<file path="src/rtl/idex_hazard_stage_pkg.sv">
// Shared pipeline definitions: control-word packing and register constants.
// The forwarding unit and the MEM stage decode the same control word.
package pipe_defs;

    // Control word {regwrite,memread,memwrite,memtoreg,alusrc,regdst,aluop[1:0]}
    localparam int CTRL_W        = 8;
    localparam int CTRL_REGWRITE = 7;
    localparam int CTRL_MEMREAD  = 6;
    localparam int CTRL_MEMWRITE = 5;
    localparam int CTRL_MEMTOREG = 4;
    localparam int CTRL_ALUSRC   = 3;
    localparam int CTRL_REGDST   = 2;
    localparam int CTRL_ALUOP    = 0;
    localparam int CTRL_ALUOP_W  = 2;

    // $0 is hardwired to zero, so a load targeting it never creates a dependency
    localparam logic [4:0] REG_ZERO = 5'd0;

    typedef logic [CTRL_W-1:0] ctrl_t;

    // Control word carried by an injected bubble: nothing writes anything
    function automatic ctrl_t bubble_ctrl();
        return '0;
    endfunction

endpackage

</file>
<file path="src/rtl/idex_hazard_stage_load_use_detect.sv">
// Load-use hazard detector: a load in EX whose destination is read by the
// instruction in ID must be separated from it by one bubble.
module load_use_detect
    import pipe_defs::*;
#(
    parameter int REG_AW = 5
) (
    input  logic              idex_valid,
    input  logic              idex_memread,
    input  logic [REG_AW-1:0] idex_rt,
    input  logic              id_valid,
    input  logic [REG_AW-1:0] id_rs,
    input  logic [REG_AW-1:0] id_rt,
    input  logic              id_uses_rt,
    output logic              hz
);

    logic load_in_ex;
    logic rs_match;
    logic rt_match;

    // Only a real load writing a non-zero register can hazard; rt counts only when read
    always_comb begin
        load_in_ex = idex_valid & idex_memread & (idex_rt != REG_AW'(REG_ZERO));
        rs_match   = (idex_rt == id_rs);
        rt_match   = id_uses_rt & (idex_rt == id_rt);
        hz         = load_in_ex & id_valid & (rs_match | rt_match);
    end

endmodule

</file>
<file path="src/rtl/idex_hazard_stage.sv">
// ID/EX pipeline register with load-use stall and bubble injection.
// A flush or a hazard replaces the incoming instruction with a bubble;
// every bubble is counted in a saturating counter.
module idex_hazard_stage
    import pipe_defs::*;
#(
    parameter int DATA_W = 32,
    parameter int REG_AW = 5,
    parameter int CNT_W  = 16
) (
    input  logic              clk,
    input  logic              rst_n,
    input  logic              id_valid,
    input  logic [REG_AW-1:0] id_rs,
    input  logic [REG_AW-1:0] id_rt,
    input  logic [REG_AW-1:0] id_rd,
    input  logic              id_uses_rt,
    input  logic [DATA_W-1:0] id_rs_data,
    input  logic [DATA_W-1:0] id_rt_data,
    input  logic [DATA_W-1:0] id_imm,
    input  logic [CTRL_W-1:0] id_ctrl,
    input  logic              flush,
    output logic              stall,
    output logic              idex_valid,
    output logic [REG_AW-1:0] idex_rs,
    output logic [REG_AW-1:0] idex_rt,
    output logic [REG_AW-1:0] idex_rd,
    output logic [DATA_W-1:0] idex_rs_data,
    output logic [DATA_W-1:0] idex_rt_data,
    output logic [DATA_W-1:0] idex_imm,
    output logic [CTRL_W-1:0] idex_ctrl,
    output logic [CNT_W-1:0]  bubble_cnt
);

    logic              valid_q,   valid_d;
    logic [REG_AW-1:0] rs_q,      rs_d;
    logic [REG_AW-1:0] rt_q,      rt_d;
    logic [REG_AW-1:0] rd_q,      rd_d;
    logic [DATA_W-1:0] rs_data_q, rs_data_d;
    logic [DATA_W-1:0] rt_data_q, rt_data_d;
    logic [DATA_W-1:0] imm_q,     imm_d;
    ctrl_t             ctrl_q,    ctrl_d;
    logic [CNT_W-1:0]  cnt_q,     cnt_d;

    logic hz;
    logic bubble;

    load_use_detect #(
        .REG_AW(REG_AW)
    ) u_load_use_detect (
        .idex_valid   (valid_q),
        .idex_memread (ctrl_q[CTRL_MEMREAD]),
        .idex_rt      (rt_q),
        .id_valid     (id_valid),
        .id_rs        (id_rs),
        .id_rt        (id_rt),
        .id_uses_rt   (id_uses_rt),
        .hz           (hz)
    );

    // Flush wins over stall: the ID instruction is being discarded, so no need to hold it
    assign stall  = hz & ~flush;
    assign bubble = flush | hz;

    // Next state: bubble on flush/hazard (operands held), otherwise capture ID
    always_comb begin
        valid_d   = valid_q;
        rs_d      = rs_q;
        rt_d      = rt_q;
        rd_d      = rd_q;
        rs_data_d = rs_data_q;
        rt_data_d = rt_data_q;
        imm_d     = imm_q;
        ctrl_d    = ctrl_q;
        if (bubble) begin
            valid_d = 1'b0;
            ctrl_d  = bubble_ctrl();
            rs_d    = '0;
            rt_d    = '0;
            rd_d    = '0;
        end else begin
            valid_d   = id_valid;
            ctrl_d    = id_valid ? id_ctrl : bubble_ctrl();
            rs_d      = id_rs;
            rt_d      = id_rt;
            rd_d      = id_rd;
            rs_data_d = id_rs_data;
            rt_data_d = id_rt_data;
            imm_d     = id_imm;
        end
        cnt_d = (bubble && (cnt_q != {CNT_W{1'b1}})) ? cnt_q + CNT_W'(1) : cnt_q;
    end

    // Pipeline register and bubble counter, cleared asynchronously
    always_ff @(posedge clk or negedge rst_n) begin
        if (!rst_n) begin
            valid_q   <= 1'b0;
            rs_q      <= '0;
            rt_q      <= '0;
            rd_q      <= '0;
            rs_data_q <= '0;
            rt_data_q <= '0;
            imm_q     <= '0;
            ctrl_q    <= '0;
            cnt_q     <= '0;
        end else begin
            valid_q   <= valid_d;
            rs_q      <= rs_d;
            rt_q      <= rt_d;
            rd_q      <= rd_d;
            rs_data_q <= rs_data_d;
            rt_data_q <= rt_data_d;
            imm_q     <= imm_d;
            ctrl_q    <= ctrl_d;
            cnt_q     <= cnt_d;
        end
    end

    assign idex_valid   = valid_q;
    assign idex_rs      = rs_q;
    assign idex_rt      = rt_q;
    assign idex_rd      = rd_q;
    assign idex_rs_data = rs_data_q;
    assign idex_rt_data = rt_data_q;
    assign idex_imm     = imm_q;
    assign idex_ctrl    = ctrl_q;
    assign bubble_cnt   = cnt_q;

endmodule

</file>
<file path="config.mk">
export PLATFORM = sky130hd
export DESIGN_NAME = idex_hazard_stage
export DESIGN_NICKNAME = d
export VERILOG_FILES = /design/src/rtl/idex_hazard_stage_pkg.sv /design/src/rtl/idex_hazard_stage_load_use_detect.sv /design/src/rtl/idex_hazard_stage.sv
export SDC_FILE = /design/constraint.sdc
export NUM_CORES = 1
export LEC_CHECK = 0
export ABC_AREA = 0
export BUFFER_PORTS_ARGS = -buffer_cell sky130_fd_sc_hd__buf_2
export CAP_MARGIN = 20
export CORE_MARGIN = 3
export CORE_UTILIZATION = 45
export CTS_BUF_LIST = sky130_fd_sc_hd__clkbuf_4
export DETAILED_ROUTE_END_ITERATION = 6
export HOLD_SLACK_MARGIN = 0.06
export PLACE_DENSITY = 0.79
export SLEW_MARGIN = 40
export SYNTH_ARGS = -nofsm -noshare
export SYNTH_HDL_FRONTEND = slang
export SYNTH_SLANG_ARGS = --single-unit
</file>
<file path="constraint.sdc">
create_clock -name clk -period 3.1 [get_ports clk]
set_input_delay 0.155 -clock clk [delete_from_list [all_inputs] [get_ports clk]]
set_output_delay 0.155 -clock clk [all_outputs]
set_load 0.02 [all_outputs]
</file>
Word-level counts from Yosys, hierarchy flattened
Cells that the tools add are included.

$add $sub $neg: 1. Reductions and logical operators: 2. Mux-type cells: 6. Equal/unequal tests: 3. Bitwise gates (word level): 9.

Operator list (number): $add 16x1->16 const B (1); $mux 8 (2); $ne 16x16->1 const B (1); $mux 5 (3); $eq 5x5->1 (2); $and 1x1->1 (6); $reduce_bool 5->1 (1); $or 1x1->1 (2); $logic_and 1x1->1 (1); $mux 1 (1); $not 1->1 (1).

Output and inout bits: 137. Register bits: 136. Input bits: 124. Logic and storage cells: 30.

Longest topological paths before layout
Gate-level depths: netlist of run 1.

Depth after elaboration: 6. Gate-level depth with buffers: 8. Gate-level depth less buffers: 7.

Cells and area by module
A second synthesis of run 1 with hierarchy kept.

Cells, all modules: 343. Area, all modules: 5235.0 um^2.

Modules (own cells, without submodules): idex_hazard_stage (instances 1, seq. area each 3403.3 um^2, area each 5104.9 um^2, cells each 326); load_use_detect (instances 1, seq. area each 0.0 um^2, area each 130.1 um^2, cells each 17).

Worst setup path after synthesis of run 1
No wires, ideal clock.

Kind: flip-flop to flip-flop. Start: reg rt_q[4] (netlist: idex_rt[4]). End: reg cnt_q[4] (netlist: bubble_cnt[4]). Cell stages (with the launch flop): 8. Clock period less this slack: 1.903 ns. Setup time: 0.128 ns. Data required time: 2.972 ns. Slack: 1.197 ns. Arrival: 1.775 ns. Cells stage by stage: dfrtp_1 xnor2_1 nand3_1 o22ai_2 a21oi_4 buf_4 nor3b_1 mux2_1.

Word-level cells in the longest chain between the ends: 6. Elaborated cells between the ends (all ways): 10. Classes of those cells: eq/ne (2); bitwise (6); reduce/logical (2).

Ends and longest elaborated chain: start: declaration (RTL line idex_hazard_stage.sv:37) `logic [REG_AW-1:0] rt_q, rt_d;`; start signal: assignment (RTL line idex_hazard_stage.sv:109) `rt_q <= rt_d;`; $eq 5x5->1 or $reduce_bool 5->1 (tied branches) (RTL line idex_hazard_stage_load_use_detect.sv:26, idex_hazard_stage_load_use_detect.sv:24); $and 1x1->1, on equally long branches (RTL line idex_hazard_stage_load_use_detect.sv:26, idex_hazard_stage_load_use_detect.sv:24); $or 1x1->1 or $and 1x1->1 (tied branches) (RTL line idex_hazard_stage_load_use_detect.sv:27) `hz = load_in_ex & id_valid & (rs_match | rt_match);`; $and 1x1->1 (*) (RTL line idex_hazard_stage_load_use_detect.sv:27); $or 1x1->1 (*) (RTL line idex_hazard_stage.sv:63) `assign bubble = flush | hz;`; $logic_and 1x1->1 (*) (RTL line idex_hazard_stage.sv:91) `cnt_d = (bubble && (cnt_q != {CNT_W{1'b1}})) ? cnt_q + CNT_W'(1) : cnt_q;`; end signal: assignment (RTL line idex_hazard_stage.sv:115) `cnt_q <= cnt_d;`; end: declaration (RTL line idex_hazard_stage.sv:43) `logic [CNT_W-1:0] cnt_q, cnt_d;`.

Mark *: on every way between the ends. The rest lies on a longest branch, timed or not. A chain may end at the register's enable or synchronous reset.

Final worst setup path of run 1
Start: reg rt_q[1] (netlist: idex_rt[1]). End: reg ctrl_q[6] (netlist: idex_ctrl[6]).

Word-level cells in the longest chain between the ends: 6. Elaborated cells between the ends (all ways): 10. Classes of those cells: eq/ne (2); mux (1); bitwise (6); reduce/logical (1).

Ends and longest elaborated chain: $eq 5x5->1 or $reduce_bool 5->1 (tied branches) (RTL line idex_hazard_stage_load_use_detect.sv:26, idex_hazard_stage_load_use_detect.sv:24); $and 1x1->1, on equally long branches (RTL line idex_hazard_stage_load_use_detect.sv:26, idex_hazard_stage_load_use_detect.sv:24); $or 1x1->1 or $and 1x1->1 (tied branches) (RTL line idex_hazard_stage_load_use_detect.sv:27); $and 1x1->1 (*) (RTL line idex_hazard_stage_load_use_detect.sv:27); $or 1x1->1 (*) (RTL line idex_hazard_stage.sv:63); $mux 8 (*) (RTL line idex_hazard_stage.sv:75) `if (bubble) begin`; via ctrl_d[6] (RTL line idex_hazard_stage.sv:42) `ctrl_t ctrl_q, ctrl_d;`; end signal: assignment (RTL line idex_hazard_stage.sv:114) `ctrl_q <= ctrl_d;`; end: declaration (RTL line idex_hazard_stage.sv:42).

The timed path passes the listed nets; every way through them passes the cells marked *.

==> results of run 1 <==
[final cells by class]
cell class	instances	area, um2	share of cell area
Timing Repair Buffer	395	2676	0.3166
Tap cell	143	178.9	0.02117
Sequential cell	136	3403	0.4026
Clock inverter	15	231.5	0.02738
Clock buffer	17	127.6	0.01510
Antenna cell	1	2.502	0.0002960
Multi-Input combinational cell	207	1829	0.2164
Inverter	1	3.754	0.0004440
[cell usage after synthesis, drive strengths merged]
cell type	n	share of area
nor3	8	0.0075
xnor2	11	0.018
a2bb2oi	1	0.0016
nand4	2	0.0024
mux2	102	0.22
nor3b	1	0.0014
and3	10	0.012
nand2	14	0.0099
o22ai	1	0.0024
nand3b	1	0.0014
inv	1	0.00071
a21oi	5	0.0068
nand2b	2	0.0024
nor4	1	0.0024
xor2	6	0.0099
clkbuf	2	0.0014
ha	1	0.0024
o22a	1	0.0016
o21ai	1	0.00094
nor2	10	0.0085
a2111oi	1	0.0052
buf	13	0.014
and2	16	0.019
or3	2	0.0033
nand3	10	0.0094
dfrtp	136	0.64
[kinds of logic after synthesis]
| logic type | share of synthesized area |
|---|---|
| AOI/OAI and AO/OA | 0.01858 |
| and+or+nand+nor | 0.07904 |
| adders and majority gates | 0.002352 |
| xor gates and xnor gates | 0.02799 |
| DFF | 0.6398 |
| muxes | 0.2159 |
| buffers and inverters | 0.01623 |
[per-layer routing]
layer  GRT usage  vias up
met3     0.07294       42
met1      0.2585     2166
met4      0.1228        0
li1            -     2053
met5           0        -
met2      0.4354      191
[stage by stage]
step / cell area [um2] / std cells
detailed placement: 6778 / 751
global placement: 6778 / 751
finish: 8453 / 915
CTS: 8448 / 914
floorplan: 5319 / 359
global route: 8453 / 915
[flip-flops by register name (all words and copies together), names as in the netlist]
register and count:
bubble_cnt 16, idex_ctrl 8, idex_imm 32, idex_rd 5, idex_rs 5, idex_rs_data 32, idex_rt 5, idex_rt_data 32
idex_valid 1
[worst min-delay path by stage]
stage,end,from,depth (start not counted),slack (ps)
after detailed placement,idex_rt_data[5],rst_n,1,280
after floorplan,bubble_cnt[0],rst_n,0,-140
after CTS,bubble_cnt[6],id_uses_rt,6,190
final,idex_rt_data[5],rst_n,2,240
after global routing,bubble_cnt[6],id_uses_rt,6,200
after global placement,idex_rt_data[5],rst_n,1,270
[power breakdown]
group	switching (mW)	internal, mW
Clock	0.634	0.791
Sequential	0.141	1.97
Combinational	0.569	0.476
Total	1.34	3.23
==> results.md, run 1 <==
- Grt total ovfl: 0
- Critical path class: reg -> reg
- Final Hold Fails: 0
- Worst slew margin: 0.5115
- Via-to-Cell Ratio: 4.866
- Global-route wire length before repair: 24780 um
- Placer Congestion: 0.7964
- Post-Place Worst Slack: 1040 ps
- Worst Hold Class: in -> async
- Cell Pwr Density: 541.5 nW/um2
- M1 wire length: 5757 um
- Post-synthesis cell area: 5319 um2
- F_max: 0.4483 GHz
- Overall Power: 4.577 mW
- Unrepaired setup endpoints after global routing: false
- Drt pass-1 iters: 4
- Critical path arrival: 2630 ps
- # hold bufs at CTS: 131
- Most frequent cells in the layout: 259 x buf_2, 136 x dfrtp_1, 131 x dlygate4sd3_1
- Initial antenna violation count: 1
- Critical Path RT: 3500 ps
- H-Tree Depth: 4
- Detail Route Antenna Nets: 0
- Routed wl met2: 8584 um
- # Post-CTS Setup Buffers: 0
- Via Count: 4452
- Number of top-level pins: 261
- Top Metal Used: met4
- WL final: 16110 um
- Hpwl dp: 9574 um
- Synth Register Bits: 136
- Hold_ws: 239.9 ps
- Ys Warns: 0
- Tcrit/Tclk final: 0.7196
- CTS tree: yes
- Worst Tran Pin Value: 732.7 ps
- Distinct cell type count after synthesis: 31
- Die Y: 114.7 um
- Reg2Reg Depth: 7
- Post-synth net total: 484
- Final core occ: 0.7372
- CTS buffer count: 17
- Number of global-route vias before repair: 4878
- Row count: 39
- Synthesized instance count: 359
- Worst skew pair latency: 520 ps
- # resized after CTS: 0
- Syn avg cell area: 14.82 um2
- Overall Global Routing Usage: 0.2429
- Fillers: 715
- Initial DRC count: 313
- Max Cap Viol: 0
- Most common cell after layout, fill and taps aside: buf_2
- WP buf/inv: 2
- Run status: complete, no violations
- Share of cells above drive strength 1: 0.5019
- Final setup fails: 0
- Port Buffers: 260
- Area delta synth->final: 58.93%
- WL met3: 1227 um
- R2R Path End: idex_ctrl[6]
- Largest delay share family, worst path: buffers and inverters
- Nets@finish: 883
- Clk sink count: 136
- CTS Buffer Depth: 2
- CP endpoint: idex_ctrl[6]
- Max Clock Skew: 20.47 ps
- Startpoint Class: flip-flop
- Crit. End Element: flip-flop
- Routed wire length per instance: 17.60 um
- Setup TNS: 0 ps
- Number of cells on the critical path: 7
- CORE AREA: 11470 um2
- CP peak stage delay: 560 ps
- Launch point of the worst path: idex_rt[1]
- Leakage Power: 4.121 nW
- Post-synthesis sequential area ratio: 0.6398
- Die Area: 13160 um2
- CP Cell Sequence: xnor2_1 > nand3_1 > o22ai_2 > a21oi_4 > buf_4 > and3_1 > dlygate4sd3_1
- Max IR drop VDD: 0.0003990 V
- Clock transition at path regs: 120 ps
- Max Slew Vio Count: 0
- Smallest setup slack after layout: 869.3 ps
- CP Max Fanout: 24
- Fin crit period: 2231 ps
- R2R Setup Slk: 870 ps
- Reg-to-reg startpoint: idex_rt[1]
- Die W: 114.7 um
- Largest net degree at the start of global routing: 93
- Max stage delay cell, worst path: dlygate4sd3_1
- Initial Util: 0.4638
- Drt drc: 0
- Root buf cell: clkbuf_4
No activity file was read; power rests on OpenSTA's default activity.
==> inputs of run 2 (changes only) <==
==> constraint.sdc (replaced) <==
create_clock -name clk -period 2.3 [get_ports clk]
set_input_delay 0.115 -clock clk [delete_from_list [all_inputs] [get_ports clk]]
set_output_delay 0.115 -clock clk [all_outputs]
set_load 0.02 [all_outputs]
==> results.md, run 2 (same netlist as run 1, synthesis figures left out) <==
- Drt pass-1 iters: 4
- Max Cap Viol: 0
- Share of power burned in registers: 0.436
- R2R Setup Slk: 150 ps
- Hold_ws: 108.9 ps
- Max Slew Vio Count: 0
- Worst Hold Class: in -> async
- Clk sink count: 136
- Routed wire length per instance: 17.59 um
- Nets@finish: 883
- Largest net degree at the start of global routing: 92
- Most frequent cells in the layout: 259 x buf_2, 136 x dfrtp_1, 130 x dlygate4sd3_1
- Grt total ovfl: 0
- Run status: complete, no violations
- Reg-to-reg startpoint: idex_rt[1]
- Placer Congestion: 0.7837
- Final Hold Fails: 0
- Die Area: 13160 um2
- Hpwl dp: 9692 um
- Post-Place Worst Slack: 304.1 ps
- CTS buffer count: 17
- CTS tree: yes
- Non-Filler Cell Area, Final: 8541 um2
- Tcrit/Tclk final: 0.9356
- Final core occ: 0.7448
- Number of top-level pins: 261
- Int Pwr: 4.709 mW
- Row count: 39
- Combinational share of power: 0.217
- Most common cell after layout, fill and taps aside: buf_2
- Clock transition at path regs: 120 ps
- Root buf cell: clkbuf_4
- Via-to-Cell Ratio: 4.887
- Unrepaired setup endpoints after global routing: false
- Area delta synth->final: 60.57%
- Worst slew margin: 0.6659
- Detail Route Antenna Nets: 0
- Critical path arrival: 2560 ps
- Reg2Reg Depth: 7
- Overall Global Routing Usage: 0.2498
- Drt drc: 0
- F_max: 0.4647 GHz
- Max stage delay cell, worst path: dlygate4sd3_1
- Initial Util: 0.4638
- Overall Power: 6.509 mW
- # Post-CTS Setup Buffers: 0
- Area after DPL: 6798 um2
- Placed instance count: 752
- Worst skew pair latency: 530 ps
- H-Tree Depth: 4
- Leakage Power: 4.168 nW
- Via Count: 4467
- Setup TNS: 0 ps
- Die Y: 114.7 um
- Fin crit period: 2152 ps
- Initial DRC count: 222
- Final setup fails: 0
- CP peak stage delay: 560 ps
- N_diodes: 0
- Crit. End Element: flip-flop
- Cell Pwr Density: 762.1 nW/um2
- Layout Cells excl Fill: 914
- CP Cell Sequence: xnor2_2 > nand3_1 > o22ai_2 > a21oi_4 > buf_12 > and3_1 > dlygate4sd3_1
- Share of cells above drive strength 1: 0.5032
- Switching part of the total: 0.2765
- Startpoint Class: flip-flop
- Smallest setup slack after layout: 148.1 ps
- NetSw: 1.800 mW
- WL final: 16080 um
- Port Buffers: 260
- Max Clock Skew: 15.46 ps
- Clock power frac: 0.347
- CP Max Fanout: 45
- Number of global-route vias before repair: 4996
- R2R Path End: idex_ctrl[6]
- CTS Buffer Depth: 2
- Fillers: 716
- Critical Path RT: 2710 ps
- Die W: 114.7 um
- Critical path class: reg -> reg
- Max IR drop VDD: 0.0006572 V
- CORE AREA: 11470 um2
- Global-route wire length before repair: 25250 um
- Initial antenna violation count: 0
- Worst Tran Pin Value: 501.2 ps
==> run 2: cell types whose count changed in the layout (fill, tap and decap cells not counted), sizes merged <==
cell | previous run | this run
buf | 263 | 265
clkinvlp | 3 | 1
dlygate4sd3 | 131 | 130
bufinv | 6 | 9
diode | 1 | 0
inv | 1 | 2
clkinv | 6 | 3
==> run 2: how the worst max path moves through the flow <==
stage                    start               to  slack (ps)  depth (start not counted)
CTS                 idex_rt[1]     idex_ctrl[2]         160                          7
global route        idex_rt[1]     idex_ctrl[6]          20                          7
finish              idex_rt[1]     idex_ctrl[6]         150                          7
floorplan           idex_rt[4]    bubble_cnt[4]         400                          7
detailed placement  idex_rt[0]  idex_rt_data[0]         300                          5
global placement    idex_rt[0]  idex_rt_data[5]         370                          5
==> run 2: final cells by class <==
cell class                      count  area [um2]  share of cell area
Sequential cell                   136        3403              0.3985
Timing Repair Buffer              395        2684              0.3142
Multi-Input combinational cell    207        1837              0.2151
Clock inverter                     14       299.0             0.03501
Tap cell                          143       178.9             0.02095
Clock buffer                       18       135.1             0.01582
Inverter                            1       3.754           0.0004395
==> run 2: timing repair <==
action                                 CTS  global route
setup endpoints to repair                0             1
endpoints found under the hold margin  257             0
resized for setup                        0             1
hold buffers                           130             0
==> run 2: worst max-delay path: cells and delay by family, from the launching register on <==
kind                   cells  cell delay [ps]
buffers and inverters      2              750
flip-flops                 1              460
AO/OA/AOI/OAI              2              340
AND/OR/NAND/NOR            2              310
XOR/XNOR                   1              180
==> run 2: layer usage <==
layer  vias up  GRT usage  part of all wire  routed length [um]
met5         -          0                 0                   0
met4         0     0.1095             0.024                 386
met3        36    0.06395             0.069                1104
met2       186     0.4684              0.55                8909
met1      2189     0.2622              0.35                5679
li1       2056          -                 -                   -
==> run 2: power by group through the flow <==
stage	logic (mW)	registers (mW)	clock network, mW
after floorplan	0.368	3.18	0
after global placement	1.19	2.85	0
after detailed placement	1.22	2.87	0
after CTS	1.40	2.82	2.31
after global routing	1.51	2.88	2.42
final	1.41	2.84	2.26
==> inputs of run 3 (changes only) <==
--- a/config.mk
+++ b/config.mk
@@ -6,14 +6,14 @@
 export NUM_CORES = 1
 export LEC_CHECK = 0
 export ABC_AREA = 0
-export BUFFER_PORTS_ARGS = -buffer_cell sky130_fd_sc_hd__buf_2
+export BUFFER_PORTS_ARGS = -buffer_cell sky130_fd_sc_hd__buf_4
 export CAP_MARGIN = 20
 export CORE_MARGIN = 3
 export CORE_UTILIZATION = 45
 export CTS_BUF_LIST = sky130_fd_sc_hd__clkbuf_4
 export DETAILED_ROUTE_END_ITERATION = 6
 export HOLD_SLACK_MARGIN = 0.06
-export PLACE_DENSITY = 0.79
+export PLACE_DENSITY = 0.8
 export SLEW_MARGIN = 40
 export SYNTH_ARGS = -nofsm -noshare
 export SYNTH_HDL_FRONTEND = slang
==> results.md, run 3 (same netlist as run 1, synthesis figures left out) <==
- Routed wire length per instance: 18.74 um
- Hpwl dp: 9952 um
- Area delta synth->final: 70.62%
- Max stage delay cell, worst path: dfrtp_2
- Via Count: 4483
- Max IR drop VDD: 0.0008390 V
- Startpoint Class: flip-flop
- Leakage Power: 4.323 nW
- Die Area: 13160 um2
- Global-route wire length before repair: 25540 um
- Final setup fails: 0
- F_max: 0.4517 GHz
- N_diodes: 0
- Critical path class: reg -> reg
- Reg2Reg Depth: 7
- Overall Global Routing Usage: 0.2536
- Drt pass-1 iters: 4
- Worst Hold Class: in -> async
- Setup TNS: 0 ps
- Critical path arrival: 2630 ps
- CP peak stage delay: 470 ps
- R2R Setup Slk: 90 ps
- Placer Congestion: 0.7847
- Clock transition at path regs: 120 ps
- Detail Route Antenna Nets: 0
- Drt drc: 0
- Tcrit/Tclk final: 0.9625
- CORE AREA: 11470 um2
- CTS Buffer Depth: 2
- Cell Pwr Density: 660.1 nW/um2
- Grt total ovfl: 0
- CTS buffer count: 17
- Crit. End Element: flip-flop
- Fin crit period: 2214 ps
- Initial antenna violation count: 0
- Max Slew Vio Count: 0
- Max Cap Viol: 0
- WL final: 17150 um
- Number of top-level pins: 261
- Max Clock Skew: 17.74 ps
- Nets@finish: 884
- Reg-to-reg startpoint: idex_rt[4]
- Initial Util: 0.4638
- Worst skew pair latency: 530 ps
- Initial DRC count: 238
- CP endpoint: idex_imm[1]
- CP Cell Sequence: xnor2_1 > nand4_1 > o22ai_2 > a21oi_4 > buf_12 > buf_16 > mux2_2
- Area after DPL: 7447 um2
- Row count: 39
- Critical Path RT: 2720 ps
- Run status: complete, no violations
- Clk sink count: 136
- CP Max Fanout: 40
- Share of cells above drive strength 1: 0.5039
- R2R Path End: idex_imm[1]
- Number of global-route vias before repair: 4941
- Via-to-Cell Ratio: 4.899
- Launch point of the worst path: idex_rt[4]
- Worst slew margin: 0.5129
- Smallest setup slack after layout: 86.17 ps
- Most common cell after layout, fill and taps aside: buf_4
- Die Y: 114.7 um
- # Post-CTS Setup Buffers: 0
- CTS tree: yes
- Final Hold Fails: 0
- Port Buffers: 260
- Worst Tran Pin Value: 730.6 ps
- H-Tree Depth: 4
- Most frequent cells in the layout: 260 x buf_4, 134 x dfrtp_1, 130 x dlygate4sd3_1
- Largest net degree at the start of global routing: 137
- Root buf cell: clkbuf_4
- Die W: 114.7 um
- Post-Place Worst Slack: 243.1 ps
- Non-Filler Cell Area, Final: 9075 um2
run 3: cell count changes in the layout (fill, tap and decap cells not counted), sizes merged:
cell,before,now
clkbuf,18,22
clkinv,3,10
buf,265,264
inv,2,1
bufinv,9,2
clkinvlp,1,0
run 3: report_power, final:
part | total (mW) | switching, mW | internal, mW
Sequential | 2.86 | 0.212 | 2.65
Clock | 1.49 | 0.830 | 0.659
Combinational | 1.64 | 0.785 | 0.853
run 3: final cells by class:
type                       count  area (um2)
fill                         625        2392
multi-input combinational    207        1837
timing repair buffer         396        3391
sequential                   136        3406
clock buffer                  20       150.1
clock inverter                12       108.9
inverter                       1       3.754
tap                          143       178.9
run 3: routing by layer:
layer / GRT usage / vias up / wire length (um)
li1: - / 2050 / -
met1: 0.2708 / 2200 / 6259
met2: 0.4637 / 182 / 9227
met3: 0.06607 / 51 / 1068
met4: 0.1228 / 0 / 591
met5: 0 / - / 0
run 3: how the worst min path moves through the flow:
stage,startpoint,end,slack [ps],depth (start not counted)
after global routing,rst_n,idex_imm[4],230,3
after floorplan,rst_n,bubble_cnt[0],-180,0
final,rst_n,idex_imm[9],210,3
after CTS,id_uses_rt,bubble_cnt[6],160,6
after detailed placement,rst_n,idex_imm[4],300,2
after global placement,rst_n,idex_rt_data[20],290,2
run 3: worst max-delay path, delay by kind of cell, from the launching register on:
family                 cells  cell delay, ps
buffers and inverters      2             510
flip-flops                 1             470
AO/OA/AOI/OAI              2             460
multiplexers               1             380
XOR/XNOR                   1             140
AND/OR/NAND/NOR            1             120
run 3: repair_timing:
item                       in CTS  in global routing
setup endpoints to repair       0                  8
resized for setup               0                  4
hold buffers                  130                  0
hold endpoints to repair      257                  0
run 3: stage by stage:
stage          utilization  power, mW  instances  hold WS, ps
2_1_floorplan            -      3.553        359       -180.6
3_3_place_gp        0.6494      4.271        751        288.8
3_5_place_dp        0.6494      4.320        751        296.6
4_1_cts             0.7855      5.968        913        160.0
5_1_grt             0.7914      6.274        915        227.1
6_report            0.7914      5.990        915        214.2
